==> src/rtl/sram_arbiter.sv <==
// sram_arbiter: shares one 16-bit SRAM driver between a CPU port (0) and a
// secondary master (1). Round-robin arbitration with an owner lock so that
// multi-word accesses stay atomic, capped at MAX_BURST consecutive grants.
module sram_arbiter #(
    parameter int ADDR_WIDTH = 19,
    parameter int DATA_WIDTH = 16,
    parameter int MAX_BURST  = 4
) (
    input  logic                  clk,
    input  logic                  reset,
    input  logic                  m0_valid,
    input  logic                  m0_we,
    input  logic                  m0_lock,
    input  logic [ADDR_WIDTH-1:0] m0_addr,
    input  logic [DATA_WIDTH-1:0] m0_wdata,
    output logic                  m0_ready,
    output logic [DATA_WIDTH-1:0] m0_rdata,
    input  logic                  m1_valid,
    input  logic                  m1_we,
    input  logic                  m1_lock,
    input  logic [ADDR_WIDTH-1:0] m1_addr,
    input  logic [DATA_WIDTH-1:0] m1_wdata,
    output logic                  m1_ready,
    output logic [DATA_WIDTH-1:0] m1_rdata,
    output logic                  sram_valid,
    output logic                  sram_we,
    output logic [ADDR_WIDTH-1:0] sram_addr,
    output logic [DATA_WIDTH-1:0] sram_wdata,
    input  logic                  sram_ready,
    input  logic [DATA_WIDTH-1:0] sram_rdata,
    output logic                  busy,
    output logic                  owner
);

    // Counter only needs to reach MAX_BURST-1 (the last locked re-grant).
    localparam int CNT_W = (MAX_BURST > 1) ? $clog2(MAX_BURST) : 1;
    localparam logic [CNT_W-1:0] BURST_LIMIT = CNT_W'(MAX_BURST - 1);

    typedef enum logic [1:0] {
        IDLE  = 2'd0,
        GRANT = 2'd1,
        GAP   = 2'd2
    } state_t;

    state_t                state;
    logic [CNT_W-1:0]      burst_cnt;
    logic                  lock_q;
    logic                  done;
    logic                  owner_valid;
    logic                  owner_lock;
    logic                  win_valid;
    logic                  win_port;
    logic                  win_locked;
    logic                  win_we;
    logic [ADDR_WIDTH-1:0] win_addr;
    logic [DATA_WIDTH-1:0] win_wdata;

    // Completion is the driver's ready while a request is outstanding.
    assign done        = (state == GRANT) && sram_ready;
    assign owner_valid = owner ? m1_valid : m0_valid;
    assign owner_lock  = owner ? m1_lock  : m0_lock;

    // Ready is steered to the owner in the same cycle; read data is shared.
    assign m0_ready = done && !owner;
    assign m1_ready = done &&  owner;
    assign m0_rdata = sram_rdata;
    assign m1_rdata = sram_rdata;

    // Winner selection: locked owner re-grant (GAP only, below the burst cap)
    // beats round-robin; a tie goes to the port that is not the last owner.
    always_comb begin
        win_valid  = 1'b0;
        win_port   = owner;
        win_locked = 1'b0;
        if ((state == GAP) && lock_q && owner_valid && (burst_cnt < BURST_LIMIT)) begin
            win_valid  = 1'b1;
            win_port   = owner;
            win_locked = 1'b1;
        end else if (m0_valid && m1_valid) begin
            win_valid = 1'b1;
            win_port  = ~owner;
        end else if (m0_valid) begin
            win_valid = 1'b1;
            win_port  = 1'b0;
        end else if (m1_valid) begin
            win_valid = 1'b1;
            win_port  = 1'b1;
        end
    end

    assign win_we    = win_port ? m1_we    : m0_we;
    assign win_addr  = win_port ? m1_addr  : m0_addr;
    assign win_wdata = win_port ? m1_wdata : m0_wdata;

    // Control FSM: captures the winner and holds the driver request until ready.
    always_ff @(posedge clk or posedge reset) begin
        if (reset) begin
            state      <= IDLE;
            sram_valid <= 1'b0;
            sram_we    <= 1'b0;
            sram_addr  <= '0;
            sram_wdata <= '0;
            busy       <= 1'b0;
            owner      <= 1'b1;
            burst_cnt  <= '0;
            lock_q     <= 1'b0;
        end else begin
            case (state)
                IDLE, GAP: begin
                    if (win_valid) begin
                        sram_valid <= 1'b1;
                        sram_we    <= win_we;
                        sram_addr  <= win_addr;
                        sram_wdata <= win_wdata;
                        owner      <= win_port;
                        busy       <= 1'b1;
                        burst_cnt  <= win_locked ? (burst_cnt + CNT_W'(1)) : '0;
                        state      <= GRANT;
                    end else begin
                        sram_valid <= 1'b0;
                        busy       <= 1'b0;
                        state      <= IDLE;
                    end
                end
                GRANT: begin
                    if (sram_ready) begin
                        sram_valid <= 1'b0;
                        lock_q     <= owner_lock;
                        state      <= GAP;
                    end
                end
                default: begin
                    sram_valid <= 1'b0;
                    busy       <= 1'b0;
                    state      <= IDLE;
                end
            endcase
        end
    end

endmodule

==> config.mk <==
export PLATFORM = sky130hd
export DESIGN_NAME = sram_arbiter
export DESIGN_NICKNAME = d
export VERILOG_FILES = /design/src/rtl/sram_arbiter.sv
export SDC_FILE = /design/constraint.sdc
export NUM_CORES = 1
export LEC_CHECK = 0
export CORE_MARGIN = 2
export CORE_UTILIZATION = 36
export CTS_BUF_LIST = sky130_fd_sc_hd__clkbuf_4 sky130_fd_sc_hd__clkbuf_8
export CTS_CLUSTER_SIZE = 20
export DETAILED_ROUTE_END_ITERATION = 16
export GPL_TIMING_DRIVEN = 1
export PLACE_DENSITY = 0.83
export SLEW_MARGIN = 5
export SYNTH_ARGS = -nofsm -noshare
export SYNTH_HDL_FRONTEND = slang
export SYNTH_SLANG_ARGS = --single-unit
==> constraint.sdc <==
create_clock -name clk -period 2.1 [get_ports clk]
set_input_delay 0.42 -clock clk [delete_from_list [all_inputs] [get_ports clk]]
set_output_delay 0.42 -clock clk [all_outputs]
set_load 0.05 [all_outputs]
Word level (Yosys, flattened, before mapping). Index checks and enable logic that the tools add are counted. Widths: inputs -> output; s select.

Output and inout port bits: 73. Bits in registers: 44. Word-level logic and storage cells: 49.

Mux-type cells: 22. Add/subtract/negate cells: 1. Order comparisons: 1. Eq/ne operators: 3. Bitwise logic cells: 1. Reductions and logical operators: 12.

Operator list (number): $mux 19 (1); $mux 16 (1); $mux 1 (15); $logic_and 1x1->1 (7); $mux 2 (2); $pmux 1 s2 (2); $pmux 2 s2 (1); $reduce_and 2->1 (2); $add 2x1->2 const B (1); $eq 2x1->1 const B (1); $eq 2x2->1 const B (1); $logic_not 2->1 (1); $lt 2x2->1 const B (1); $ne 2x2->1 const B (1); $reduce_or 2->1 (1); $logic_not 1->1 (1); $not 1->1 (1).

Depth between registers and ports, before layout.
Depth after elaboration: 7. Mapped depth: 7. Mapped depth without buffers: 5.

Worst setup path after synthesis. Ideal clock, no wire load.

Kind: register -> output. Start: register state[0]. End: output m0_ready. Path slack: 0.230 ns. Arrival: 1.450 ns. Required time: 1.680 ns. Stages on the path, launching flop included: 4. Path through: dfrtp_1 nor2b_1 nand2_1 nor2_1.

Cells in the longest elaborated chain, start to end: 3.

Ends and longest elaborated chain: start: declaration (line 45) `state_t state;`; start signal: assignment (line 98) `state <= IDLE;`; start signal: assignment (line 118) `state <= GRANT;`; start signal: assignment (line 122) `state <= IDLE;`; $eq 2x1->1 (line 59) `assign done = (state == GRANT) && sram_ready;`; $logic_and 1x1->1 (line 59); $logic_and 1x1->1 (line 64) `assign m0_ready = done && !owner;`; end: declaration (line 16) `output logic m0_ready,`.

No other way between the ends.

Worst setup path in the final report. Same ends and word-level chain as after synthesis.

==> flow_metrics.py <==
metrics = {
    "run_status": {
        "status": "finished clean",
    },
    "global_routing": {
        "gr-total-overflow": 0,
        "grt_start_max_net_pins": 24,
        "grt_pass1_wl_mm": 9.625,
        "grt_pass1_vias": 1997,
        "antenna_found_initial": 0,
        "grt_use_total": 0.1661,
    },
    "yosys": {
        "seq_area_frac_synth": 0.4689,
        "yosysMostFrequentCell": "dfrtp_1",
        "yosys-top-cells-count": "43 x dfrtp_1, 38 x nand2b_1, 33 x buf_4, 30 x o221a_1",
        "synthCells": 201,
        "synth_area_leaders": "dfrtp_1 46%, o221a_1 14%, buf_4 11%",
        "synth_flop_cell": "dfrtp_1",
        "yosysTopAreaCellShare": 0.4577,
        "yosysTopAreaCell": "dfrtp_1",
        "ys_warn_count": 0,
        "synthArstFlopShare": 1.000,
        "ys_ff_latch": 44,
        "syn_area_per_cell_um2": 11.70,
        "syn_area_um2": 2351,
        "synth.distinct_cells": 32,
        "synth_edf_count": 0,
        "synth_nets": 297,
    },
    "clock_tree": {
        "cts_tree": "done",
        "clock_path_buffers": 2,
        "numCtsBuffers": 5,
        "clk_latency_ns": 0.29,
        "htree_levels": 2,
        "cts_root_buf": "clkbuf_8",
        "clock-sinks": 44,
        "clk_pin_slew_ns": 0.09,
    },
    "placed_design": {
        "dp.final_hpwl_mm": 4.572,
        "place_inst": 361,
        "gp_congestion": 0.8055,
        "port_buffers": 119,
        "place_ws_ns": 0.07371,
    },
    "pwr": {
        "comb_power_share": 0.615,
        "internal_power_mw": 3.000,
        "power_density_nw_per_um2": 1564,
        "leakagePower_nw": 1.418,
        "power.switching_mw": 2.576,
        "clockPowerShare": 0.116,
        "swShare": 0.4620,
        "seqPwrFrac": 0.269,
        "ir_drop_mv": 0.9774,
    },
    "floorplan": {
        "initial_core_util": 0.3702,
        "io_pins": 168,
        "coreArea_um2": 6350,
        "dieWidth_um": 84.81,
        "dieArea_um2": 7193,
        "die_h_um": 84.81,
        "fp-row-count": 29,
    },
    "route": {
        "wl_mm": 6.076,
        "via_count": 1838,
        "dr.pass1.iters": 4,
        "ant_nets": 0,
        "viasPerCell": 4.981,
        "drt-initial-drc-count": 61,
        "wire_per_inst_um": 16.47,
        "drc_errors": 0,
    },
    "timing": {
        "drv_slew": 0,
        "clock.fmax_mhz": 515.8,
        "skew_ns": 0.003858,
        "setup-violations-final": 0,
        "finalCritPeriodShare": 0.9232,
        "min_period_ns": 1.939,
        "hold_viol_final": 0,
        "setup_ws_ns": 0.1613,
        "maxSlewHeadroom": 0.6342,
        "tightestPinTransition_ns": 0.5469,
        "setup_tns_ns": 0,
        "rsz0062_at_grt": "no",
    },
    "final_layout": {
        "drive_gt1_frac": 0.1130,
        "multiInputGateArea_um2": 918.4,
        "num_antenna_cells": 0,
        "area_growth_pct": 51.62,
        "fin_nets": 387,
        "post-route-util": 0.5614,
        "finalNonFillerCells": 369,
        "regArea_um2": 1102,
        "fillers": 532,
    },
    "job": {
        "drv_cap": 0,
    },
    "critical_path": {
        "cp_max_fo": 8,
        "crit_type": "reg -> out",
        "rr_endpoint": "sram_addr[16]$_DFFE_PP0P_",
        "arrival_ns": 1.52,
        "worst-r2r-cell-count": 6,
        "timing.rr.start": "burst_cnt[0]$_DFFE_PP0P_",
        "cp-start-kind": "flip-flop",
        "worst-r2r-setup-slack_ns": 0.27,
        "end_kind": "output port",
        "required_ns": 1.68,
    },
    "worst_hold_path": {
        "hold_class": "in -> async",
    },
}
-- logic make-up (layout without fill, tap and decap cells) --
| kind of cell | count (synthesis) | in the layout | share of synthesized area |
|---|---|---|---|
| adders and majority gates | 1 | 1 | 0.005321 |
| AOI/OAI and AO/OA | 47 | 47 | 0.2060 |
| muxes | 3 | 3 | 0.01863 |
| buffers and inverters | 51 | 142 | 0.1464 |
| and+or+nand+nor | 54 | 54 | 0.1511 |
| DFF | 44 | 44 | 0.4689 |
| xor gates and xnor gates | 1 | 1 | 0.003726 |
-- worst max-delay path, cell delays in order (launching register included) --
cell and delay [ns]:
dfrtp_1 0.46, nor2b_2 0.27, nand2_1 0.13, nor2_1 0.20, buf_12 0.17
-- worst max-delay path by stage --
stage / start / to / slack [ns] / cells after the start
finish: state[0]$_DFFE_PP0P_ / m0_ready / 0.16 / 4
global placement: m1_valid / sram_wdata[4]$_DFFE_PP0P_ / 0.12 / 6
detailed placement: m1_valid / sram_wdata[2]$_DFFE_PP0P_ / 0.07 / 6
CTS: state[0]$_DFFE_PP0P_ / m0_ready / 0.04 / 4
global route: state[0]$_DFFE_PP0P_ / m0_ready / 0.09 / 4
floorplan: state[0]$_DFFE_PP0P_ / m0_ready / 0.23 / 3
-- layout make-up --
cell class                      instances  share of cell area
Clock inverter                          3             0.01193
Timing Repair Buffer                  128              0.3686
Multi-Input combinational cell        106              0.2576
Clock buffer                            5             0.01931
Sequential cell                        44              0.3092
Tap cell                               77             0.02703
Inverter                                6            0.006318
-- per-stage QoR --
step | cell area, µm² | power, mW | hold WS (ns)
floorplan | 2351 | 3.913 | 0.4774
detailed placement | 3451 | 4.958 | 0.4767
CTS | 3562 | 5.634 | 0.4791
global placement | 3451 | 4.884 | 0.4802
finish | 3565 | 5.576 | 0.4623
global route | 3565 | 5.838 | 0.5035
-- power groups by stage --
| stage | clock network (mW) | logic (mW) | registers [mW] |
|---|---|---|---|
| after CTS | 0.670 | 3.46 | 1.50 |
| after global routing | 0.695 | 3.59 | 1.56 |
| after global placement | 0 | 3.38 | 1.51 |
| after floorplan | 0 | 1.19 | 2.73 |
| after detailed placement | 0 | 3.46 | 1.50 |
| final | 0.647 | 3.43 | 1.50 |
-- state kept, by name, indices dropped and copies added, names as in the netlist --
name and cells:
lock_q 1, state 2, busy 1, sram_we 1
sram_wdata 16, owner 1, sram_valid 1, burst_cnt 2
sram_addr 19
-- per-layer routing --
metal	global-route usage	vias to the layer above	part of all wire
met3	0.03113	8	0.055
met4	0.05339	0	0.014
li1	-	870	-
met2	0.2770	75	0.50
met1	0.2195	885	0.43
met5	0	-	0
-- cell usage in the layout, fill, tap and decap left out, types with 2 or more instances in the layout --
| cell type | netlist | routed |
|---|---|---|
| clkdlybuf4s50_1 | 0 | 116 |
| dfrtp_1 | 43 | 43 |
| nand2b_1 | 38 | 38 |
| o221a_1 | 30 | 30 |
| buf_4 | 33 | 7 |
| nand2_1 | 6 | 6 |
| inv_1 | 6 | 5 |
| o221a_2 | 5 | 5 |
| clkbuf_8 | 0 | 5 |
| buf_12 | 0 | 5 |
| o21ai_0 | 2 | 2 |
| a21oi_1 | 2 | 2 |
| nor2_1 | 2 | 2 |
| nand3b_1 | 2 | 2 |
-- timing repair --
action	4_1_cts	5_1_grt
hold buffers	0	0
setup buffers	0	0
gates resized for setup	0	1
setup endpoints to repair	0	1
(Power assumes the default switching activity.)
